### src/rtl/mips_mem_pkg.sv
// Shared types and widths for the mips_mem_host memory responder.
// Holds the loader/run/done state encoding used by the top.
package mips_mem_pkg;

  localparam int IW = 9;
  localparam int DW = 8;
  localparam int AW = 8;

  typedef enum logic [1:0] {
    ST_LOAD,
    ST_RUN,
    ST_DONE
  } state_t;

endpackage

### src/rtl/sp_ram_async.sv
// Single write port RAM with NR asynchronous read ports.
// Write on the rising edge, reads are purely combinational.
module sp_ram_async #(
  parameter int W  = 8,
  parameter int A  = 8,
  parameter int NR = 1
) (
  input  logic                 clk,
  input  logic                 we,
  input  logic [A-1:0]         waddr,
  input  logic [W-1:0]         wdata,
  input  logic [NR-1:0][A-1:0] raddr,
  output logic [NR-1:0][W-1:0] rdata
);

  logic [W-1:0] mem [2**A];

  always_ff @(posedge clk) begin
    if (we) mem[waddr] <= wdata;
  end

  always_comb begin
    for (int r = 0; r < NR; r++) begin
      rdata[r] = mem[raddr[r]];
    end
  end

endmodule

### src/rtl/mips_mem_host.sv
// Instruction/data memory host for the 9-bit single-cycle core.
// Streams a program in, releases the core, freezes it at program end.
module mips_mem_host #(
  parameter int IW = mips_mem_pkg::IW,
  parameter int DW = mips_mem_pkg::DW,
  parameter int AW = mips_mem_pkg::AW
) (
  input  logic          clk,
  input  logic          rst,
  input  logic [AW-1:0] pc,
  output logic [IW-1:0] inst,
  input  logic          MemWrite,
  input  logic [AW-1:0] ALUOut,
  input  logic [DW-1:0] rd2_Data,
  output logic [DW-1:0] ReadData,
  output logic          core_rst,
  input  logic          ld_valid,
  output logic          ld_ready,
  input  logic          ld_sel,
  input  logic [IW-1:0] ld_data,
  input  logic          ld_last,
  output logic          ld_err,
  output logic          done,
  input  logic [AW-1:0] dbg_addr,
  output logic [DW-1:0] dbg_data
);

  import mips_mem_pkg::*;

  state_t state, state_n;

  logic [AW:0] i_ptr, d_ptr, prog_len, i_ptr_inc;
  logic        accept, i_beat, d_beat;
  logic        i_full, d_full, run_we;
  logic        im_we, dm_we;
  logic [AW-1:0] dm_waddr;
  logic [DW-1:0] dm_wdata;
  logic [1:0][AW-1:0] dm_raddr;
  logic [1:0][DW-1:0] dm_rdata;

  assign accept = ld_valid & ld_ready;
  assign i_beat = accept & ~ld_sel;
  assign d_beat = accept & ld_sel;
  assign i_full = i_ptr[AW];
  assign d_full = d_ptr[AW];
  assign im_we  = i_beat & ~i_full;
  assign run_we = (state == ST_RUN) & MemWrite & ~rst;

  // Post-increment pointer; prog_len is taken from this on ld_last.
  assign i_ptr_inc = i_ptr + {{AW{1'b0}}, im_we};

  always_comb begin
    dm_we    = 1'b0;
    dm_waddr = d_ptr[AW-1:0];
    dm_wdata = ld_data[DW-1:0];
    unique case (1'b1)
      run_we: begin
        dm_we    = 1'b1;
        dm_waddr = ALUOut;
        dm_wdata = rd2_Data;
      end
      d_beat:  dm_we = ~d_full;
      default: ;
    endcase
  end

  always_ff @(posedge clk) begin
    if (rst) begin
      i_ptr    <= '0;
      d_ptr    <= '0;
      prog_len <= '0;
      ld_err   <= 1'b0;
    end else if (accept) begin
      i_ptr <= i_ptr_inc;
      if (d_beat & ~d_full) d_ptr <= d_ptr + (AW+1)'(1);
      if ((i_beat & i_full) | (d_beat & d_full)) ld_err <= 1'b1;
      if (ld_last) prog_len <= i_ptr_inc;
    end
  end

  always_ff @(posedge clk) begin
    if (rst) state <= ST_LOAD;
    else     state <= state_n;
  end

  always_comb begin
    state_n = state;
    unique case (state)
      ST_LOAD: begin
        if (accept & ld_last)
          state_n = (i_ptr_inc == '0) ? ST_DONE : ST_RUN;
      end
      ST_RUN: begin
        if ({1'b0, pc} == prog_len) state_n = ST_DONE;
      end
      ST_DONE: state_n = ST_DONE;
      default: state_n = ST_LOAD;
    endcase
  end

  always_comb begin
    ld_ready = ~rst & (state == ST_LOAD);
    core_rst = rst | (state != ST_RUN);
    done     = (state == ST_DONE);
  end

  sp_ram_async #(.W(IW), .A(AW), .NR(1)) u_imem (
    .clk   (clk),
    .we    (im_we),
    .waddr (i_ptr[AW-1:0]),
    .wdata (ld_data),
    .raddr (pc),
    .rdata (inst)
  );

  assign dm_raddr[0] = ALUOut;
  assign dm_raddr[1] = dbg_addr;
  assign ReadData    = dm_rdata[0];
  assign dbg_data    = dm_rdata[1];

  sp_ram_async #(.W(DW), .A(AW), .NR(2)) u_dmem (
    .clk   (clk),
    .we    (dm_we),
    .waddr (dm_waddr),
    .wdata (dm_wdata),
    .raddr (dm_raddr),
    .rdata (dm_rdata)
  );

endmodule

### config.mk
export PLATFORM = sky130hd
export DESIGN_NAME = mips_mem_host
export DESIGN_NICKNAME = d
export VERILOG_FILES = /design/src/rtl/mips_mem_pkg.sv /design/src/rtl/sp_ram_async.sv /design/src/rtl/mips_mem_host.sv
export SDC_FILE = /design/constraint.sdc
export NUM_CORES = 2
export LEC_CHECK = 0
export BUFFER_PORTS_ARGS = -buffer_cell sky130_fd_sc_hd__buf_4
export CORE_UTILIZATION = 60
export DETAILED_ROUTE_END_ITERATION = 8
export PLACE_DENSITY = 0.76
export RECOVER_POWER = 100
export SETUP_SLACK_MARGIN = 0.05
export SLEW_MARGIN = 20
export SYNTH_ARGS = -nofsm -noshare
export SYNTH_HDL_FRONTEND = slang
export SYNTH_MEMORY_MAX_BITS = 65536
export SYNTH_SLANG_ARGS = --single-unit
export TNS_END_PERCENT = 5
### constraint.sdc
create_clock -name clk -period 6.66 [get_ports clk]
set_input_delay 1.332 -clock clk [delete_from_list [all_inputs] [get_ports clk]]
set_output_delay 1.332 -clock clk [all_outputs]
set_load 0.005 [all_outputs]
==> impl_results.rst <==
.. list-table::
   :header-rows: 1

   * - Metric
     - Value
   * - Outcome
     - finished with violations
   * - Violations in the final reports
     - max-capacitance violations, max-slew violations, negative setup slack
   * - Setup repair after global routing missed its margin
     - no
   * - Gate power share
     - 6.9%
   * - Crit start category
     - input port
   * - Overall power consumption
     - between 50 and 60 mW
   * - Critical register-to-register path startpoint
     - state[1]
   * - Seq/Total Area, Yosys
     - between 70% and 80%
   * - Worst-case clock skew
     - roughly 0.063 ns
   * - Max capacitance violation total
     - just under 60
   * - Slew margin rel.
     - -273%
   * - Number of nets in the layout
     - 9,783
   * - CTS buffer count
     - between 400 and 500
   * - Largest net degree at the start of global routing
     - 169
   * - Level count of the clock H-tree
     - 5
   * - Avg WL per Cell
     - 37.1 um
   * - Post-synth net total
     - approximately 9,400
   * - Sum of net half-perimeters after detailed placement
     - roughly 330,000 um
   * - Highest achievable clock rate
     - approximately 0.15 GHz
   * - IR Drop Worst-Case VDD
     - about 300 uV
   * - Fraction of layout cells with a size suffix above 1
     - a little over a quarter
   * - Async set-or-reset flop fraction in the synthesized netlist
     - 0%
   * - Share of the cycle needed by the critical path after routing
     - 101%
   * - Total number of clock tree sinks
     - 4,382
   * - CTS clock-pin slew for the worst setup and hold paths
     - 0.07 ns
   * - Layout Area Growth over Synthesis
     - 10.8%
   * - Min-Delay Path Class
     - flip-flop to flip-flop
   * - Remaining routing DRC violations
     - 0
   * - Main area contributors after synthesis
     - sky130_fd_sc_hd__edfxtp_1 70%, sky130_fd_sc_hd__mux4_2 18%, sky130_fd_sc_hd__mux2i_1 1.7%
   * - Netlist Area Pre-Place
     - ~0.19 mm^2
   * - Post-layout worst setup margin
     - -0.0344 ns
   * - Required time of the worst setup path
     - around 5.3 ns
   * - Cell variety after synth
     - between 70 and 80
   * - Setup-failing EPs final
     - 3
   * - Power spent charging and discharging nets
     - around 13 mW
   * - Width of the die
     - around 560 um
   * - Min Clock Period, post-route
     - 6.69 ns
   * - Number of instances in the synthesized netlist
     - approximately 9,300
   * - Startpoint of the worst setup timing path
     - dbg_addr[0]
   * - Hold Vio Cnt, Final
     - 0
   * - DRT Wirelength
     - between 500,000 and 600,000 um
   * - Starting Density
     - around 60%
   * - Antenna Nets Post-Route
     - 0
   * - Clock tree from TritonCTS
     - built
   * - IO Count
     - 76
   * - Placer Congestion
     - between 1 and 1.5
   * - Global-route wire length before repair
     - around 750,000 um
   * - Number of port buffers
     - 75
   * - Post-Route Utilization
     - about two thirds
   * - Power density cells
     - around 280 mW/mm^2
   * - Hold wc startpoint
     - prog_len[8]
   * - Pin slew with the least headroom to its limit
     - approximately 5.6 ns
   * - CTS root buffer
     - sky130_fd_sc_hd__clkbuf_16
   * - Final Max Slew Viols
     - about 3,000
   * - Via density per instance
     - 7.34
   * - Cell Int Power
     - between 40 and 50 mW
   * - Yosys warning total
     - 0
   * - Sort of element at the end of the critical path
     - output pin
   * - Arrival time at the worst endpoint
     - 5.36 ns
   * - Number of global-route vias before repair
     - 103,654
   * - Biggest fanout along the worst timing path
     - 30
   * - Number of synthesized flops with an enable pin
     - 4,352
   * - Most used DFF post-synth
     - sky130_fd_sc_hd__edfxtp_1
   * - Worst-Skew Late Latency
     - between 1 and 1.5 ns
   * - Proportion of total power due to net switching
     - 22.4%
   * - Reg power frac
     - between 50% and 60%
   * - Vertical die dimension
     - 560 um
   * - Via count of the routed design
     - 104,290
   * - Std-Cell Rows
     - between 200 and 250
   * - Buffers inserted by post-CTS timing repair
     - 0
   * - Clock tree buffer depth
     - 4
   * - Part of the total power dissipated in the clock network
     - between 40 and 50%
   * - Area of the die
     - roughly 0.31 mm^2
   * - Detailed Route Iter0 Violations
     - roughly 17,000
   * - Library cell with the largest summed area after synthesis
     - sky130_fd_sc_hd__edfxtp_1
   * - Initial antenna violation count
     - 21
   * - Leakage Power
     - ~64 nW
   * - First-pass detailed-route iteration total
     - 7
   * - Overall track demand over capacity in global routing
     - approximately a third
   * - Global route total overflow
     - 0
   * - Synthesized area divided by synthesized cell count
     - about 20 um^2
   * - Post-synthesis register bit count
     - roughly 4,400
   * - Worst Setup Path Type
     - input port to output pin
   * - Share of Yosys cell area claimed by the top area cell type
     - 69.9%
   * - Area of the placeable core
     - slightly above 0.3 mm^2
-- synthesized netlist by cell type, drive strengths merged (9+ instances only) --
| cell | count |
|---|---|
| nand3 | 44 |
| mux4 | 1530 |
| clkbuf | 258 |
| and2 | 11 |
| nor4 | 19 |
| a221oi | 58 |
| nand2b | 17 |
| buf | 409 |
| nand3b | 14 |
| nor2b | 85 |
| mux2 | 162 |
| nand2 | 322 |
| a21oi | 124 |
| nand4 | 22 |
| o221ai | 122 |
| edfxtp | 4352 |
| mux2i | 325 |
| xnor2 | 13 |
| nor3 | 45 |
| a211oi | 81 |
| a31oi | 22 |
| a22o | 59 |
| o22ai | 107 |
| a22oi | 164 |
| and4 | 11 |
| o21ai | 108 |
| o211ai | 11 |
| xor2 | 14 |
| inv | 9 |
| nor3b | 9 |
| dfxtp | 30 |
| nor2 | 641 |
| or3 | 9 |
| and3 | 9 |
-- power groups by stage --
| stage | clock network (mW) | registers (mW) | logic [mW] |
|---|---|---|---|
| floorplan | 0 | 31.1 | 2.26 |
| global placement | 0 | 31.0 | 3.86 |
| detailed placement | 0 | 31.0 | 3.94 |
| CTS | 23.9 | 30.4 | 3.98 |
| global route | 24.9 | 30.5 | 4.12 |
| finish | 23.9 | 30.5 | 4.02 |
-- timing repair --
| item | CTS | global route |
|---|---|---|
| hold buffers | 0 | 0 |
| endpoints found under the hold margin | 0 | 0 |
| endpoints found under the setup margin | 0 | 1 |
| resized for setup | 0 | 1 |
-- final cells by class --
class                           instances  area (um^2)
Inverter                                9         35.0
Fill cell                           19248       102000
Sequential cell                      4382       131000
Timing Repair Buffer                  655         4960
Clock inverter                        270         2510
Clock buffer                          515        11100
Multi-Input combinational cell       4252        52100
Antenna cell                           12         30.0
Tap cell                             4120         5150
-- sequential cells by signal, indices dropped and copies added, names as in the netlist --
register and count:
u_imem.mem 2304, state 2, u_dmem.mem 2048, d_ptr 9, ld_err 1, prog_len 9, i_ptr 9
-- stage by stage --
step	instance area [um^2]	setup WS [ns]	setup TNS, ns	instances	hold slack [ns]
after floorplan	187000	0.475	0	9310	0.460
after global placement	195000	-0.0938	-0.180	13417	0.476
after detailed placement	195000	0.118	0	13418	0.501
after CTS	208000	0.122	0	14203	0.511
after global routing	207000	0.0732	0	14207	0.544
final	207000	-0.0344	-0.0571	14215	0.514
-- kinds of logic after synthesis --
kind of cell	after synthesis	synth area share, %
DFF	4382	70.2
and+or+nand+nor	1279	2.99
adders and majority gates	7	0.0468
muxes	2017	21.1
AOI/OAI and AO/OA	922	3.51
xor gates and xnor gates	27	0.126
buffers and inverters	676	1.98
-- cells in the final DEF, fill, tap and decap left out, types with 10 or more instances in the layout --
cell | Yosys | final
sky130_fd_sc_hd__clkbuf_1 | 258 | 305
sky130_fd_sc_hd__nand2b_1 | 17 | 15
sky130_fd_sc_hd__nor2b_1 | 85 | 78
sky130_fd_sc_hd__o211ai_1 | 11 | 11
sky130_fd_sc_hd__edfxtp_1 | 4352 | 4352
sky130_fd_sc_hd__clkbuf_4 | 0 | 10
sky130_fd_sc_hd__nor2_1 | 641 | 636
sky130_fd_sc_hd__o21ai_0 | 100 | 103
sky130_fd_sc_hd__o221ai_1 | 122 | 122
sky130_fd_sc_hd__mux4_2 | 1530 | 1530
sky130_fd_sc_hd__clkinvlp_4 | 0 | 13
sky130_fd_sc_hd__buf_12 | 0 | 70
sky130_fd_sc_hd__diode_2 | 0 | 12
sky130_fd_sc_hd__clkinv_1 | 0 | 106
sky130_fd_sc_hd__nor3_1 | 45 | 44
sky130_fd_sc_hd__xnor2_1 | 13 | 13
sky130_fd_sc_hd__nor4_1 | 19 | 18
sky130_fd_sc_hd__dfxtp_1 | 30 | 30
sky130_fd_sc_hd__nand3_1 | 44 | 44
sky130_fd_sc_hd__buf_4 | 67 | 318
sky130_fd_sc_hd__clkbuf_2 | 0 | 22
sky130_fd_sc_hd__o22ai_1 | 107 | 107
sky130_fd_sc_hd__nand4_1 | 22 | 22
sky130_fd_sc_hd__a21oi_1 | 124 | 124
sky130_fd_sc_hd__clkinv_2 | 0 | 78
sky130_fd_sc_hd__a22oi_1 | 164 | 164
sky130_fd_sc_hd__mux2i_1 | 325 | 325
sky130_fd_sc_hd__mux2_2 | 162 | 162
sky130_fd_sc_hd__a211oi_1 | 81 | 81
sky130_fd_sc_hd__bufinv_16 | 0 | 36
sky130_fd_sc_hd__a221oi_1 | 58 | 58
sky130_fd_sc_hd__nand2_1 | 322 | 318
sky130_fd_sc_hd__nand3b_1 | 14 | 14
sky130_fd_sc_hd__a22o_1 | 59 | 59
sky130_fd_sc_hd__xor2_1 | 14 | 14
sky130_fd_sc_hd__and4_1 | 11 | 11
sky130_fd_sc_hd__a31oi_1 | 22 | 22
sky130_fd_sc_hd__clkbuf_16 | 0 | 431
-- path summary, 6_finish.rpt --
kind	cells after the start	slack [ns]	end
max	13	-0.03	dbg_data[2]
min	2	0.51	prog_len[8]
max reg2reg	9	0.34	u_dmem.mem[188][4]
min reg2reg	2	0.51	prog_len[8]
-- critical path: stages --
cell	delay, ns
sky130_fd_sc_hd__buf_8	0.42
sky130_fd_sc_hd__buf_12	0.28
sky130_fd_sc_hd__buf_4	0.21
sky130_fd_sc_hd__mux4_2	0.26
sky130_fd_sc_hd__nor2_1	0.05
sky130_fd_sc_hd__nor4_1	0.50
sky130_fd_sc_hd__o21ai_0	0.27
sky130_fd_sc_hd__o21ai_0	0.22
sky130_fd_sc_hd__buf_4	0.17
sky130_fd_sc_hd__o22ai_1	0.12
sky130_fd_sc_hd__a2111oi_0	1.02
sky130_fd_sc_hd__clkbuf_1	0.29
sky130_fd_sc_hd__buf_4	0.16
-- per-layer routing --
layer	up-vias	track usage [%]	routed length, um
li1	40326	-	-
met1	54265	45.4	182000
met2	8220	52.5	249000
met3	1457	6.93	63200
met4	22	16.9	32700
met5	-	0.0452	170
Note: power is estimated with default switching activity, not from simulation.
